File: src/rtl/sram_port_arbiter.sv
// Two-port arbiter in front of a single-port byte-enabled RAM. Port 0 has fixed
// priority; port 1 gets a forced grant after MAX_WAIT consecutive denials.
module sram_port_arbiter #(
    parameter int ADDR_WIDTH = 12,
    parameter int DATA_WIDTH = 16,
    parameter int MAX_WAIT   = 4
) (
    input  logic                    clk,
    input  logic                    reset_n,
    input  logic                    req0,
    input  logic [ADDR_WIDTH-1:0]   addr0,
    input  logic [DATA_WIDTH-1:0]   din0,
    input  logic [DATA_WIDTH/8-1:0] we0,
    output logic                    gnt0,
    output logic                    rd_valid0,
    input  logic                    req1,
    input  logic [ADDR_WIDTH-1:0]   addr1,
    input  logic [DATA_WIDTH-1:0]   din1,
    input  logic [DATA_WIDTH/8-1:0] we1,
    output logic                    gnt1,
    output logic                    rd_valid1,
    output logic [DATA_WIDTH-1:0]   rdata,
    output logic [ADDR_WIDTH-1:0]   ram_addr,
    output logic [DATA_WIDTH-1:0]   ram_din,
    output logic [DATA_WIDTH/8-1:0] ram_we,
    input  logic [DATA_WIDTH-1:0]   ram_dout
);

    localparam int          LANES      = DATA_WIDTH / 8;
    localparam logic [7:0]  MAX_WAIT_C = 8'(MAX_WAIT);

    logic [7:0] wait_cnt_r;
    logic       force_s;
    logic       rd0_s;
    logic       rd1_s;

    assign force_s = (wait_cnt_r == MAX_WAIT_C);
    assign rdata   = ram_dout;

    // Grant selection and RAM port mux; an idle cycle becomes a harmless port-0 read.
    always_comb begin
        gnt0     = 1'b0;
        gnt1     = 1'b0;
        ram_addr = addr0;
        ram_din  = din0;
        ram_we   = '0;
        if (req1 && (force_s || !req0)) begin
            gnt1     = 1'b1;
            ram_addr = addr1;
            ram_din  = din1;
            ram_we   = we1;
        end else if (req0) begin
            gnt0     = 1'b1;
            ram_addr = addr0;
            ram_din  = din0;
            ram_we   = we0;
        end else begin
            gnt0     = 1'b0;
            gnt1     = 1'b0;
        end
    end

    assign rd0_s = gnt0 && (we0 == {LANES{1'b0}});
    assign rd1_s = gnt1 && (we1 == {LANES{1'b0}});

    // Port-1 starvation counter, saturating at MAX_WAIT.
    always_ff @(posedge clk or negedge reset_n) begin
        if (!reset_n) begin
            wait_cnt_r <= 8'd0;
        end else if (!req1 || gnt1) begin
            wait_cnt_r <= 8'd0;
        end else if (wait_cnt_r < MAX_WAIT_C) begin
            wait_cnt_r <= wait_cnt_r + 8'd1;
        end else begin
            wait_cnt_r <= wait_cnt_r;
        end
    end

    // Read-return strobes, one cycle behind the granting cycle.
    always_ff @(posedge clk or negedge reset_n) begin
        if (!reset_n) begin
            rd_valid0 <= 1'b0;
            rd_valid1 <= 1'b0;
        end else begin
            rd_valid0 <= rd0_s;
            rd_valid1 <= rd1_s;
        end
    end

endmodule

File: config.mk
export PLATFORM = sky130hd
export DESIGN_NAME = sram_port_arbiter
export DESIGN_NICKNAME = d
export VERILOG_FILES = /design/src/rtl/sram_port_arbiter.sv
export SDC_FILE = /design/constraint.sdc
export NUM_CORES = 1
export LEC_CHECK = 0
export ABC_AREA = 1
export CAP_MARGIN = 10
export CORE_ASPECT_RATIO = 0.8
export CORE_MARGIN = 4
export CORE_UTILIZATION = 26
export DETAILED_ROUTE_END_ITERATION = 10
export GPL_TIMING_DRIVEN = 1
export PLACE_DENSITY_LB_ADDON = 0.1
export SKIP_CTS_REPAIR_TIMING = 1
export SLEW_MARGIN = 25
export SYNTH_ARGS = -nofsm -noshare
export SYNTH_HDL_FRONTEND = slang
export SYNTH_SLANG_ARGS = --single-unit
File: constraint.sdc
create_clock -name clk -period 1.9 [get_ports clk]
set_input_delay 0.475 -clock clk [delete_from_list [all_inputs] [get_ports clk]]
set_output_delay 0.475 -clock clk [all_outputs]
set_load 0.02 [all_outputs]
==> run_results.csv <==
group,metric,value,unit
run_status,status,"finished with violations",
run_status,violations,"setup timing",
setup_path,reg2reg_slack,440,ps
timing,whs,503,ps
logic_synthesis,ys_types,17,
logic_synthesis,syn-num-nets,254,
finish,postLayoutCoreUtil,60.9,%
timing,final-hold-violation-count,0,
clock_network,numCtsBuffers,3,
global_routing,track_usage,13.8,%
logic_synthesis,synth_compound_area_share,2.98,%
place,dp.cells,316,
logic_synthesis,ys_warn_count,0,
timing,setup_tns,-8130,ps
setup_path,worstPathArrival,1720,ps
detailed_routing,wire_per_inst,12.2,um
logic_synthesis,seq_area_frac_synth,23.8,%
pwr,swShare,31.0,%
global_routing,met3_usage,6.53,%
detailed_routing,drt_first_pass_iters,4,
timing,setup_slack,-296,ps
clock_network,cts_num_sinks,10,
timing,timing.fmax,0.455,GHz
global_routing,grt_max_degree,23,
detailed_routing,ant_nets,0,
logic_synthesis,synth_simple_gate_area_share,46.2,%
pwr,seqPwrFrac,21.9,%
setup_path,cp_max_fo,6,
pwr,internal_power,0.688,mW
place,place_hpwl,2950,um
detailed_routing,vias_per_cell,4.23,
timing,min_period_over_period,116,%
setup_path,crit_path_frequent_cell,"nand2_1",
clock_network,cts_tree,"built",
setup_path,critPathCaptureType,"output port",
clock_network,htree_levels,1,
setup_path,crit_buf_inv,3,
detailed_routing,routed_wirelength,3990,um
pwr,total_power,0.997,mW
clock_network,clkTransAtPathRegs,50,ps
finish,stdcell_count,326,
setup_path,crit_chain,"inv_2 -> ha_4 -> nand3_4 -> o21ai_4 -> nand2_4 -> clkbuf_16 -> nand2_1 -> nand2_1 -> buf_6",
global_routing,grt_util_met2,24.6,%
global_routing,antenna_found_initial,0,
timing,rsz0062_at_grt,"true",
clock_network,cts-root-buf,"clkbuf_8",
setup_path,reg2reg_from,"wait_cnt_r[1]",
setup_path,crit_type,"flip-flop to output port",
pwr,power_density,425,mW/mm^2
finish,n_fill_cell,372,
worst_hold_path,hold_path.class,"flip-flop to flip-flop",
global_routing,grt_util_met1,14.4,%
setup_path,worstSetupStartpointType,"flip-flop",
global_routing,grt_pass1_vias,1300,
setup_path,cp_data_required_time,1420,ps
detailed_routing,vias,1380,
timing,slew_violations,0,
place,io_buffers,97,
floorplanning,pin_count,130,
setup_path,critPathLaunch,"wait_cnt_r[1]",
global_routing,grt_pass1_wl,5690,um
logic_synthesis,syn_area,0.00105,mm^2
timing,final-setup-viol-count,31,
floorplanning,row_count,20,
clock_network,clock_path_buffers,2,
logic_synthesis,synthMuxAreaShare,0,%
logic_synthesis,ys_ff_latch,10,
place,routabilityCongestion,0.735,
finish,layout-drive-gt1-share,38.7,%
logic_synthesis,avgSynthCellArea,6.10,um^2
floorplanning,die_area,0.00512,mm^2
logic_synthesis,syn-instance-count,172,
timing,fin_crit,2200,ps
logic_synthesis,synth_top_family_by_area,"simple AND/OR/NAND/NOR gates",
worst_hold_path,hp-start,"wait_cnt_r[5]",
floorplanning,die_h,64.8,um
timing,tightest_slew,477,ps
pwr,peakVddDrop,247,uV
logic_synthesis,synth_fa_ha_area_share,2.38,%
global_routing,globalRouteOverflowTotal,0,
place,placed_cell_area,0.00206,mm^2
floorplanning,die_x,79.0,um
finish,diodes,0,
place,place_ws,-673,ps
pwr,comb_power_share,51.2,%
setup_path,crit_path_max_incr_delay,380,ps
pwr,power_switching,0.309,mW
finish,ff_latch_area,250,um^2
setup_path,slowest_stage,"dfrtp_1",
finish,synthToLayoutAreaGrowth,124,%
finish,fin_nets,354,
clock_network,clock_latency,240,ps
floorplanning,start_util,27.2,%
pwr,p_leak,1.16,nW
flow_run,max-cap-violations,0,
detailed_routing,drc,0,
global_routing,top_usage_layer,"met2",
setup_path,path_delay_family,"buffers and inverters",
finish,final_cell_area,0.00235,mm^2
timing,slew_headroom,68.1,%
timing,clock_skew,2.55,ps
pwr,power_frac_clock,26.9,%
finish,multi_input_area,672,um^2
detailed_routing,drt_iter0_drc,24,
logic_synthesis,synthXorXnorAreaFrac,0.834,%
floorplanning,core_area,0.00385,mm^2
[state kept, by name, summed over array words and instances (netlist names)]
name        cells
wait_cnt_r      8
rd_valid0       1
rd_valid1       1
[cell type report]
type | instances | area share [%]
clock buffer | 4 | 2.34
inverter | 15 | 2.40
multi-input combinational | 121 | 28.6
sequential | 10 | 10.7
tap | 55 | 2.93
timing repair buffer | 121 | 53.1
[worst min-delay path, cell delays in order (launching register included)]
cell and delay, ps:
dfrtp_1 380, inv_1 50, nor2_1 40
[synth_stat cells (all sizes together)]
library cell / number / area (um^2)
nor2: 12 / 47.6
o21ai: 3 / 26.3
buf: 23 / 181
nand3: 34 / 170
a21oi: 1 / 5.00
dfrtp: 10 / 250
xor2: 1 / 8.76
nand2: 66 / 255
clkbuf: 3 / 11.3
or2: 2 / 12.5
inv: 15 / 56.3
ha: 2 / 25.0
[cells by family after synthesis]
family                   count (synthesis)
AO/OA/AOI/OAI                            4
flip-flops                              10
AND/OR/NAND/NOR                        114
buffers and inverters                   41
adder cells (fa/ha/maj)                  2
XOR/XNOR                                 1
[layer usage]
layer,vias up,wire (um),part of all wire (%)
met5,-,0,0
met4,0,47,1.2
met3,10,495,12
met2,70,1950,49
met1,585,1500,38
li1,715,-,-
[power by group through the flow]
stage	clock, mW	sequential (mW)	combinational, mW
2_1_floorplan	0	0.224	0.222
3_3_place_gp	0	0.221	0.450
3_5_place_dp	0	0.221	0.450
4_1_cts	0.278	0.218	0.452
5_1_grt	0.292	0.219	0.548
6_report	0.268	0.218	0.511
[worst paths after layout]
path	to	depth (start not counted)
max in group asynchronous	wait_cnt_r[7]	1
max	ram_din[15]	9
min reg2reg	wait_cnt_r[5]	2
max reg2reg	rd_valid1	8
min	wait_cnt_r[5]	2
min in group asynchronous	wait_cnt_r[2]	1
[cell usage in the layout, fill, tap and decap left out, drive strengths merged]
cell type	instances
xor2	1
ha	2
nor2	12
dlymetal6s2s	1
clkdlybuf4s50	64
dfrtp	10
a21oi	1
nand3	34
buf	50
o21ai	3
clkbuf	10
or2	2
inv	15
nand2	66
(Power assumes the default switching activity.)
